`src/rtl/traffic_pkg.sv`:
```
// Shared types and timing defaults for the traffic-light controller.
// FSM encodings are one-hot; bit indices name the state flops.
package traffic_pkg;

  localparam int CLK_HZ           = 16_000_000;
  localparam int DEBOUNCE_CYCLES  = CLK_HZ / 50;
  localparam int MIN_FLASH_CYCLES = 2 * CLK_HZ;

  localparam int ST_DWELL  = 0;
  localparam int ST_FLASH  = 1;
  localparam int ST_NORMAL = 2;

  typedef enum logic [2:0] {
    S_FLASH_DWELL = 3'b001,
    S_FLASH       = 3'b010,
    S_NORMAL      = 3'b100
  } state_t;

  function automatic logic [7:0] sat_inc8(input logic [7:0] v);
    return (v == 8'hFF) ? v : v + 8'd1;
  endfunction

endpackage

```
`src/rtl/switch_debounce.sv`:
```
// Synchroniser and level debouncer for the maintenance mode pin.
// Counts aborted level changes as glitches.
module switch_debounce #(
  parameter int SYNC_STAGES     = 2,
  parameter int DEBOUNCE_CYCLES = traffic_pkg::DEBOUNCE_CYCLES
) (
  input  logic       clk,
  input  logic       rst_n,
  input  logic       mode_pin,
  output logic       deb_level,
  output logic [7:0] bounce_count
);
  import traffic_pkg::*;

  localparam int CW = $clog2(DEBOUNCE_CYCLES);
  localparam logic [CW-1:0] CNT_LAST = CW'(DEBOUNCE_CYCLES - 1);

  logic [SYNC_STAGES-1:0] sync_q;
  logic                   sync_lvl;
  logic [CW-1:0]          db_cnt;

  assign sync_lvl = sync_q[SYNC_STAGES-1];

  always_ff @(posedge clk or negedge rst_n) begin
    if (!rst_n) begin
      sync_q <= '0;
    end else begin
      sync_q <= {sync_q[SYNC_STAGES-2:0], mode_pin};
    end
  end

  // A nonzero count that collapses back to the held level is a glitch
  always_ff @(posedge clk or negedge rst_n) begin
    if (!rst_n) begin
      deb_level    <= 1'b0;
      db_cnt       <= '0;
      bounce_count <= '0;
    end else if (sync_lvl == deb_level) begin
      db_cnt <= '0;
      if (db_cnt != '0) begin
        bounce_count <= sat_inc8(bounce_count);
      end
    end else if (db_cnt == CNT_LAST) begin
      deb_level <= sync_lvl;
      db_cnt    <= '0;
    end else begin
      db_cnt <= db_cnt + 1'b1;
    end
  end

endmodule

```
`src/rtl/mode_switch_conditioner.sv`:
```
// Conditions the mode-switch pin for the traffic-light controller.
// Flash mode holds for a minimum dwell before normal is allowed.
module mode_switch_conditioner #(
  parameter int SYNC_STAGES      = 2,
  parameter int DEBOUNCE_CYCLES  = traffic_pkg::DEBOUNCE_CYCLES,
  parameter int MIN_FLASH_CYCLES = traffic_pkg::MIN_FLASH_CYCLES
) (
  input  logic       clk,
  input  logic       rst_n,
  input  logic       mode_pin,
  output logic       mode_out,
  output logic       enter_normal,
  output logic       enter_flash,
  output logic [7:0] bounce_count
);
  import traffic_pkg::*;

  localparam int DW =
    (MIN_FLASH_CYCLES > 1) ? $clog2(MIN_FLASH_CYCLES) : 1;
  localparam logic [DW-1:0] DWELL_LAST = DW'(MIN_FLASH_CYCLES - 1);

  state_t        state;
  state_t        next_state;
  logic          deb_level;
  logic [DW-1:0] dwell_cnt;
  logic          dwell_done;

  switch_debounce #(
    .SYNC_STAGES    (SYNC_STAGES),
    .DEBOUNCE_CYCLES(DEBOUNCE_CYCLES)
  ) u_deb (
    .clk         (clk),
    .rst_n       (rst_n),
    .mode_pin    (mode_pin),
    .deb_level   (deb_level),
    .bounce_count(bounce_count)
  );

  assign dwell_done = (dwell_cnt == DWELL_LAST);
  assign mode_out   = (state == S_NORMAL);

  // Non-one-hot patterns fall back to the safe dwell state
  always_comb begin
    next_state = S_FLASH_DWELL;
    if ($onehot(state)) begin
      unique case (1'b1)
        state[ST_DWELL]: begin
          if (!dwell_done) next_state = S_FLASH_DWELL;
          else if (deb_level) next_state = S_NORMAL;
          else next_state = S_FLASH;
        end
        state[ST_FLASH]: begin
          next_state = deb_level ? S_NORMAL : S_FLASH;
        end
        state[ST_NORMAL]: begin
          next_state = deb_level ? S_NORMAL : S_FLASH_DWELL;
        end
        default: next_state = S_FLASH_DWELL;
      endcase
    end
  end

  always_ff @(posedge clk or negedge rst_n) begin
    if (!rst_n) begin
      state <= S_FLASH_DWELL;
    end else begin
      state <= next_state;
    end
  end

  always_ff @(posedge clk or negedge rst_n) begin
    if (!rst_n) begin
      dwell_cnt <= '0;
    end else if (state != S_FLASH_DWELL) begin
      dwell_cnt <= '0;
    end else if (!dwell_done) begin
      dwell_cnt <= dwell_cnt + 1'b1;
    end
  end

  always_ff @(posedge clk or negedge rst_n) begin
    if (!rst_n) begin
      enter_normal <= 1'b0;
      enter_flash  <= 1'b0;
    end else begin
      enter_normal <= (next_state == S_NORMAL) && (state != S_NORMAL);
      enter_flash  <= (state == S_NORMAL) && (next_state != S_NORMAL);
    end
  end

endmodule

```
`config.mk`:
```
export PLATFORM = sky130hd
export DESIGN_NAME = mode_switch_conditioner
export DESIGN_NICKNAME = d
export VERILOG_FILES = /design/src/rtl/traffic_pkg.sv /design/src/rtl/switch_debounce.sv /design/src/rtl/mode_switch_conditioner.sv
export SDC_FILE = /design/constraint.sdc
export NUM_CORES = 1
export LEC_CHECK = 0
export CAP_MARGIN = 20
export CORE_MARGIN = 4
export CORE_UTILIZATION = 60
export DETAILED_ROUTE_END_ITERATION = 16
export PLACE_DENSITY = 0.79
export SLEW_MARGIN = 20
export SYNTH_ARGS = -nofsm -noshare
export SYNTH_HDL_FRONTEND = slang
export SYNTH_HIERARCHICAL = 1
export SYNTH_SLANG_ARGS = --single-unit
```
`constraint.sdc`:
```
create_clock -name clk -period 2.2 [get_ports clk]
set_input_delay 0.55 -clock clk [delete_from_list [all_inputs] [get_ports clk]]
set_output_delay 0.55 -clock clk [all_outputs]
set_load 0.02 [all_outputs]
```
# [Word-level counts from Yosys, hierarchy flattened]
# Cells that the tools add are included.
[op_classes] eq_ne=11 muxes=9 bitwise=2 n_reduce_logical=5 n_addsub=5
[ops] op="$mux 25" count=2
[ops] op="$mux 19" count=2
[ops] op="$add 25x1->25 const B" count=1
[ops] op="$eq 25x25->1 const B" count=1
[ops] op="$add 19x1->19 const B" count=1
[ops] op="$eq 19x19->1 const B" count=1
[ops] op="$reduce_bool 19->1" count=1
[ops] op="$mux 3" count=4
[ops] op="$pmux 3 s3" count=1
[ops] op="$add 8x1->8 const B" count=1
[ops] op="$eq 8x8->1 const B" count=1
[ops] op="$eq 3x3->1 const B" count=2
[ops] op="$ne 3x3->1 const B" count=2
[ops] op="$ne 3x1->1 const B" count=1
[ops] op="$reduce_and 3->1" count=1
[ops] op="$add 1x1->2" count=1
[ops] op="$add 2x1->2" count=1
[ops] op="$eq 2x1->1 const B" count=1
[ops] op="$logic_and 1x1->1" count=2
[ops] op="$ne 2x1->1 const B" count=1
[ops] op="$not 1->1" count=2
[ops] op="$reduce_and 2->1" count=1
[ops] op="$eq 1x1->1" count=1
[totals] wordCells=40 register_bits=60 in_bits=3 out_inout_bits=11

# [Logic depth before layout (Yosys ltp)]
# Gate-level depths: netlist of run 1.
[depth] ltp_word=6 ltp_mapped=8 ltp_nobuf=7

# [By module]
# Netlist of run 1, hierarchy kept.
[by_module_without_submodules] mod="mode_switch_conditioner" instances=1 area_each_um2=1751.7 seq_area_each_um2=752.0 cells_per_inst=178
[by_module_without_submodules] mod="switch_debounce" instances=1 area_each_um2=1475.2 seq_area_each_um2=750.7 cells_per_inst=137

# [Worst setup path after synthesis of run 1]
# Ideal clock, no wire load.
[synth_timing] path_type="reg-to-reg" start="register dwell_cnt[0]" end="register dwell_cnt[13]" synth_period_minus_slack_ns=1.847 setup_time_ns=0.079 slack_ns=0.353 arrival_ns=1.768 stages_incl_launch_ff=9 required_ns=2.121 n_path_buf=3 path_cell_list="dfrtp_1 -> ha_1 -> and3_1 -> buf_4 -> and3_1 -> buf_2 -> buf_4 -> a211oi_2 -> mux2i_1"
[synth_via] elab_chain_cells=3 elab_cells_between_ends=5 cone_classes="1 x add/sub; 2 x eq/ne; 2 x mux"
[synth_lines] item="start: declaration" line_no="mode_switch_conditioner.sv:25" text="logic [DW-1:0] dwell_cnt;"
[synth_lines] item="start signal: assignment" line_no="mode_switch_conditioner.sv:77" text="dwell_cnt <= dwell_cnt + 1'b1;"
[synth_lines] item="$add 25x1->25" line_no="mode_switch_conditioner.sv:77"
[synth_lines] item="$mux 25" line_no="mode_switch_conditioner.sv:76" text="end else if (!dwell_done) begin"
[synth_lines] item="$mux 25" line_no="mode_switch_conditioner.sv:74" text="end else if (state != S_FLASH_DWELL) begin"
# Parallel ways exist; a longest one is shown, timed or not. The select of a mux whose other input is x is not followed.
# A chain may end at the register's enable or synchronous reset.

# [Final worst setup path of run 1]
[layout_timing] start="register u_deb.bounce_count[2]" end="output bounce_count[2]"
[layout_lines] item="start: declaration" line_no="switch_debounce.sv:11" text="output logic [7:0] bounce_count"
[layout_lines] item="start signal: assignment" line_no="switch_debounce.sv:41" text="bounce_count <= sat_inc8(bounce_count);"
[layout_lines] item="end: declaration" line_no="mode_switch_conditioner.sv:14" text="output logic [7:0] bounce_count"
# No word-level cell between the ends.

==> flow_summary.json, run 1 <==
{
  "synth_edf_count": 0,
  "antenna_cells": 0,
  "place_ws_ns": 0.257,
  "cp_slowest_cell": "clkdlybuf4s50_1",
  "via_count": 2403,
  "drv_slew": 0,
  "register_area_um2": 1500,
  "hold_viol": 0,
  "grt_pass1_wl_um": 11300,
  "drc": 0,
  "synth_top_family_by_area": "simple AND/OR/NAND/NOR gates",
  "required_ns": 1.65,
  "synth.cell_area_um2": 3230,
  "clkSlewWorstSetupHoldPaths_ns": 0.07,
  "fin_crit_sh": 0.905,
  "leakagePower_nw": 1.57,
  "nFillCells": 384,
  "drtAntennaViolNets": 0,
  "worst_slew_pin_slew_ns": 0.481,
  "layout-drive-gt1-share": 0.136,
  "cts_max_level": 3,
  "wl_met2_um": 3090,
  "die_x_um": 81.3,
  "peakVddDrop_mv": 0.772,
  "cts_buffers": 9,
  "synth_cells": 315,
  "initial_core_util": 0.624,
  "cp_max_fo": 6,
  "synth.area.mux_share": 0.0109,
  "cts.sinks": 60,
  "ioPinCount": 14,
  "cap_viol_max_count": 0,
  "ys.flop_type": "dfrtp_1",
  "drt-initial-drc-count": 122,
  "setup_slack_ns": 0.208,
  "io_buffers": 13,
  "clock-skew-final_ns": 0.00696,
  "synth-compound-area-share": 0.119,
  "cts-root-buf": "clkbuf_8",
  "fin_tns_setup_ns": 0,
  "wl_met3_um": 193,
  "multiInputGateArea_um2": 1580,
  "cp.arrival_ns": 1.44,
  "cp-end-kind": "output port",
  "synthAdderAreaFrac": 0.0217,
  "core_um2": 5170,
  "dpl.hpwl_um": 4200,
  "dieArea_um2": 6620,
  "dr.pass1.iters": 4,
  "grt_max_degree": 49,
  "async_flop_share": 1.00,
  "post_cts_buffers": 0,
  "placementRows": 26,
  "synthSimpleGateAreaFrac": 0.264,
  "postSynthRegisterBits": 60,
  "timing.setup.critical_path_class": "flip-flop to output port",
  "gp_congestion": 0.850,
  "min_period_ns": 1.99,
  "crit_buf_inv": 1,
  "fin_nets": 342,
  "syn_nets": 323,
  "critPathMaxStageDelay_ns": 0.65,
  "areaGrowthSynthToFinish_pct": 11.9,
  "rsz0062_at_grt": "no",
  "max_freq_mhz": 502,
  "power_density_nw_per_um2": 726,
  "synth.avg_cell_area_um2": 10.2,
  "clk_latency_ns": 0.34,
  "crit_path_cell_trace": "clkdlybuf4s50_1",
  "routedWlPerCell_um": 15.3,
  "worstHoldPathType": "input pin to async pin",
  "grt_pass1_vias": 2393,
  "grt_usage": 0.224,
  "synthTopCellsByArea": "dfrtp_1 46%, xnor2_1 3.8%, xor2_1 3.5%",
  "die_h_um": 81.3,
  "top_layer": "met4",
  "ys_warn_count": 6,
  "start_kind": "flip-flop",
  "utilization": 0.698,
  "cts_buffer_depth": 2,
  "synth_common_cells": "59 x dfrtp_1, 30 x nand2_1, 28 x nor2_1",
  "synth_xor_xnor_area_share": 0.0733,
  "synth.most_common_cell": "dfrtp_1",
  "cts_tree": "built",
  "grt-ovfl-total": 0,
  "synth_cell_types": 57,
  "finalSetupViolCount": 0,
  "yosys.area.top_type": "dfrtp_1",
  "synth_top_area_frac": 0.458,
  "outcome": "completed",
  "yosysSeqAreaShare": 0.466,
  "antenna_found_initial": 0,
  "wl_met1_um": 2880,
  "crit_family": "buffers and inverters",
  "slew_headroom": 0.679,
  "drt-total-wl_um": 6280,
  "cts-hold-fix-buffers": 0,
  "vias_per_cell": 5.88
}
-- area by class of cell --
| cell class | count | share of cell area |
|---|---|---|
| clock buffer | 12 | 0.0402 |
| clock inverter | 4 | 0.0201 |
| timing repair buffer | 20 | 0.0523 |
| tap | 70 | 0.0242 |
| sequential | 60 | 0.416 |
| multi-input combinational | 233 | 0.437 |
| inverter | 10 | 0.0104 |
-- cell usage in the layout (no fill, tap or decap), drive strengths merged, types with 2 or more instances in the layout --
cell           count
a2111o             6
a211oi             2
a21oi             19
a31oi              3
and2               4
and3               8
and4               6
buf                8
bufinv             2
clkbuf            12
clkdlybuf4s50     11
dfrtp             59
ha                 4
inv               10
mux2i              2
nand2             33
nand2b             2
nand3             18
nand4             13
nor2              29
nor3              11
nor4               4
nor4b              3
o21ai             17
o31ai              3
or3                7
or4                3
xnor2             14
xor2              13
-- power breakdown --
| group | internal [mW] | switching, mW |
|---|---|---|
| combinational | 0.138 | 0.159 |
| clock | 0.668 | 0.429 |
| sequential | 1.16 | 0.0698 |
-- kinds of logic (layout without fill, tap and decap cells) --
family          after synthesis  in the layout
buf+inv                      22             46
simple gates                142            142
mux                           3              3
fa+ha+maj                     5              5
compound gates               56             56
xor+xnor                     27             27
flops                        60             60
-- final timing paths --
kind	end	from	cells after the start	slack, ns
min in group clk	u_deb/sync_q[1]$_DFF_PN0_	u_deb/sync_q[0]$_DFF_PN0_	0	0.35
max in group asynchronous	state[0]$_DFF_PN1_	rst_n	2	1.51
worst min register to register	u_deb/sync_q[1]$_DFF_PN0_	u_deb/sync_q[0]$_DFF_PN0_	0	0.35
worst max register to register	dwell_cnt[8]$_DFFE_PN0P_	dwell_cnt[17]$_DFFE_PN0P_	5	0.23
worst max-delay path	bounce_count[2]	u_deb/bounce_count[2]$_DFFE_PN0P_	1	0.21
worst min-delay path	dwell_cnt[21]$_DFFE_PN0P_	rst_n	1	0.09
-- registers in the layout, summed over array words and instances (netlist names) --
register and cells:
dwell_cnt 25, u_deb/bounce_count 8, u_deb/sync_q 2, enter_flash 1, u_deb/db_cnt 19, state 3, u_deb/deb_level 1, enter_normal 1
-- through the flow --
step	hold WS (ns)	power (mW)	std cells	area, um2
after floorplan	0.254	1.39	315	3230
after global routing	0.0970	2.73	409	3610
final	0.0942	2.62	409	3610
after global placement	0.337	1.53	393	3400
after CTS	0.0916	2.65	409	3610
after detailed placement	0.335	1.54	393	3400
-- metal layers --
| layer | up-vias | track usage |
|---|---|---|
| met5 | - | 0 |
| met4 | 0 | 0.117 |
| met2 | 31 | 0.345 |
| met3 | 10 | 0.0532 |
| met1 | 1194 | 0.293 |
| li1 | 1168 | - |
-- what timing repair did --
action / 4_1_cts / 5_1_grt
gates resized for setup: 1 / 0
hold endpoints to repair: 0 / 0
endpoints found under the setup margin: 1 / 0
Note: power is estimated with default switching activity, not from simulation.
==> run 2: changes to the inputs <==
--- a/config.mk
+++ b/config.mk
@@ -9,6 +9,7 @@
 export CORE_MARGIN = 4
 export CORE_UTILIZATION = 60
 export DETAILED_ROUTE_END_ITERATION = 16
+export GPL_ROUTABILITY_DRIVEN = 1
 export PLACE_DENSITY = 0.79
 export SLEW_MARGIN = 20
 export SYNTH_ARGS = -nofsm -noshare
==> results of run 2 <==
Final layout, timing and power as in run 1 (identical DEF).
==> run 3: changes to the inputs <==
--- a/config.mk
+++ b/config.mk
@@ -5,12 +5,13 @@
 export SDC_FILE = /design/constraint.sdc
 export NUM_CORES = 1
 export LEC_CHECK = 0
+export ABC_AREA = 1
 export CAP_MARGIN = 20
 export CORE_MARGIN = 4
-export CORE_UTILIZATION = 60
+export CORE_UTILIZATION = 50
 export DETAILED_ROUTE_END_ITERATION = 16
 export GPL_ROUTABILITY_DRIVEN = 1
-export PLACE_DENSITY = 0.79
+export PLACE_DENSITY = 0.68
 export SLEW_MARGIN = 20
 export SYNTH_ARGS = -nofsm -noshare
 export SYNTH_HDL_FRONTEND = slang
==> flow_summary.json, run 3 <==
{
  "outcome": "completed",
  "clock-skew-final_ns": 0.00851,
  "reg_top3": "dwell_cnt x25, u_deb/db_cnt x19, u_deb/bounce_count x8",
  "r2r_slack_ns": 0.20,
  "synth.area.mux_share": 0,
  "dpl.hpwl_um": 5140,
  "pwr-share-seq": 0.481,
  "areaGrowthSynthToFinish_pct": 13.0,
  "rsz0062_at_grt": "no",
  "slew_headroom": 0.638,
  "dieArea_um2": 8300,
  "power_density_nw_per_um2": 640,
  "synth_top_area_frac": 0.427,
  "synth_cell_types": 35,
  "drc": 0,
  "synth_cells": 449,
  "synth-compound-area-share": 0.0670,
  "p_int_mw": 1.85,
  "dr.pass1.iters": 4,
  "top_register": "dwell_cnt",
  "reg2reg_to": "enter_normal$_DFF_PN0_",
  "cts-root-buf": "clkbuf_8",
  "antenna_found_initial": 0,
  "vias_per_cell": 5.19,
  "cp_slowest_cell": "dfstp_2",
  "cts_buffers": 9,
  "critPathMaxStageDelay_ns": 0.39,
  "finalSetupViolCount": 0,
  "drt-total-wl_um": 7170,
  "cp.depth": 3,
  "synth_common_cells": "96 x nand2_1, 87 x nor2_1, 59 x dfrtp_1",
  "rr_startpoint": "state[0]$_DFF_PN1_",
  "synth_top_family_by_area": "simple AND/OR/NAND/NOR gates",
  "grt_usage": 0.186,
  "routedWlPerCell_um": 12.8,
  "yosys.area.top_type": "dfrtp_1",
  "cp-end-kind": "output port",
  "crit_path_start": "state[0]$_DFF_PN1_",
  "layout-drive-gt1-share": 0.106,
  "final_area_um2": 3900,
  "die_x_um": 91.1,
  "grt_pass1_vias": 2750,
  "placementRows": 30,
  "synth.cell_area_um2": 3450,
  "clk_latency_ns": 0.33,
  "crit_path_end": "mode_out",
  "cts_tree": "built",
  "die_h_um": 91.1,
  "synth.avg_cell_area_um2": 7.69,
  "combPwrFrac": 0.112,
  "drt-initial-drc-count": 194,
  "largest_reg_flops": 25,
  "synth_edf_count": 0,
  "p_clk_frac": 0.407,
  "max_freq_mhz": 485,
  "postSynthRegisterBits": 60,
  "fin_crit_sh": 0.938,
  "cts.sinks": 60,
  "cts-hold-fix-buffers": 0,
  "synthSimpleGateAreaFrac": 0.353,
  "leakagePower_nw": 1.83,
  "async_flop_share": 1.00,
  "timing.setup.critical_path_class": "flip-flop to output port",
  "crit_buf_inv": 2,
  "yosysSeqAreaShare": 0.435,
  "fin_nets": 482,
  "clkSlewWorstSetupHoldPaths_ns": 0.07,
  "hold_viol": 0,
  "cp_max_fo": 3,
  "worst_slew_pin_slew_ns": 0.543,
  "core_um2": 6760,
  "peakVddDrop_mv": 0.377,
  "ys_warn_count": 6,
  "crit_path_cell_trace": "buf_4, nor3_1, dlygate4sd2_1",
  "io_buffers": 13,
  "power.net_switching_mw": 0.646,
  "synthTopCellsByArea": "dfrtp_1 43%, nand2_1 10%, nor2_1 9.5%",
  "grt-ovfl-total": 0,
  "switching_share": 0.258,
  "min_period_ns": 2.06,
  "via_count": 2903,
  "place_area_um2": 3680,
  "r2r_cells": 8,
  "grt_max_degree": 61,
  "crit_family": "buffers and inverters",
  "required_ns": 1.65,
  "initial_core_util": 0.511,
  "layout_common_cells": "96 x nand2_1, 87 x nor2_1, 59 x dfrtp_1, 50 x inv_1, 39 x nand3_1",
  "cp.arrival_ns": 1.51,
  "drtAntennaViolNets": 0,
  "nFillCells": 617,
  "synth.most_common_cell": "nand2_1",
  "antenna_cells": 0,
  "gp_congestion": 0.890,
  "fin_tns_setup_ns": 0,
  "syn_nets": 457,
  "synth_xor_xnor_area_share": 0.0605,
  "cap_viol_max_count": 0,
  "start_kind": "flip-flop",
  "synthAdderAreaFrac": 0.0203,
  "ioPinCount": 14,
  "mostFrequentLayoutCell": "nand2_1",
  "grt_pass1_wl_um": 12700,
  "cts_buffer_depth": 2,
  "drv_slew": 0,
  "worstHoldPathType": "input pin to async pin",
  "ys.flop_type": "dfrtp_1",
  "cts_max_level": 3
}
## run 3: cell types whose count changed after synthesis, sizes merged, moves of 7 or more
cell	previous run	this run
or3	7	0
nand3	18	41
nor2	29	95
nand2	33	104
buf	10	3
inv	10	52
and3	8	0
## run 3: metal layers
layer,GRT usage,part of all wire
met5,0,0
met4,0.0653,0.016
met3,0.0331,0.035
met2,0.286,0.46
met1,0.264,0.49
## run 3: worst min-delay path by stage
stage          cells past startpoint                 startpoint                                 to  slack (ns)
2_1_floorplan                      0                      rst_n           dwell_cnt[0]$_DFFE_PN0P_        0.25
3_3_place_gp                       0  u_deb/sync_q[0]$_DFF_PN0_          u_deb/sync_q[1]$_DFF_PN0_        0.34
3_5_place_dp                       0  u_deb/sync_q[0]$_DFF_PN0_          u_deb/sync_q[1]$_DFF_PN0_        0.34
4_1_cts                            2                      rst_n           dwell_cnt[9]$_DFFE_PN0P_        0.23
5_1_grt                            2                      rst_n  u_deb/bounce_count[2]$_DFFE_PN0P_        0.24
6_report                           2                      rst_n           dwell_cnt[9]$_DFFE_PN0P_        0.22
## run 3: through the flow
stage               power (mW)  hold WS (ns)  worst slack (ns)  cells   util
floorplan                 1.37         0.254             0.214    449      -
global placement          1.50         0.336             0.155    541  0.545
detailed placement        1.50         0.340             0.106    541  0.545
CTS                       2.52         0.229            0.0865    557  0.575
global route              2.62         0.236            0.0292    559  0.578
finish                    2.50         0.215             0.136    559  0.578
## run 3: layout make-up
class | count | area, um2 | share of cell area
Clock buffer | 12 | 155 | 0.0397
Sequential cell | 60 | 1500 | 0.385
Timing Repair Buffer | 17 | 166 | 0.0426
Multi-Input combinational cell | 333 | 1730 | 0.444
Clock inverter | 4 | 47.5 | 0.0122
Tap cell | 80 | 100 | 0.0256
Inverter | 53 | 199 | 0.0510
## run 3: what timing repair did
item / in CTS / in global routing
buffers inserted: 0 / 2
endpoints found under the setup margin: 1 / 2
gates resized for setup: 1 / 1
## run 3: cells by family (layout without fill, tap and decap cells)
kind of cell | after synthesis | count (layout)
AO/OA/AOI/OAI | 39 | 39
XOR/XNOR | 23 | 23
adder cells (fa/ha/maj) | 5 | 5
buffers and inverters | 56 | 86
flip-flops | 60 | 60
AND/OR/NAND/NOR | 266 | 266
## run 3: power groups by stage
stage / Clock (mW) / Sequential, mW / Combinational (mW)
global placement: 0 / 1.22 / 0.277
global route: 1.10 / 1.21 / 0.310
CTS: 1.04 / 1.20 / 0.283
floorplan: 0 / 1.26 / 0.112
finish: 1.02 / 1.20 / 0.280
detailed placement: 0 / 1.22 / 0.282
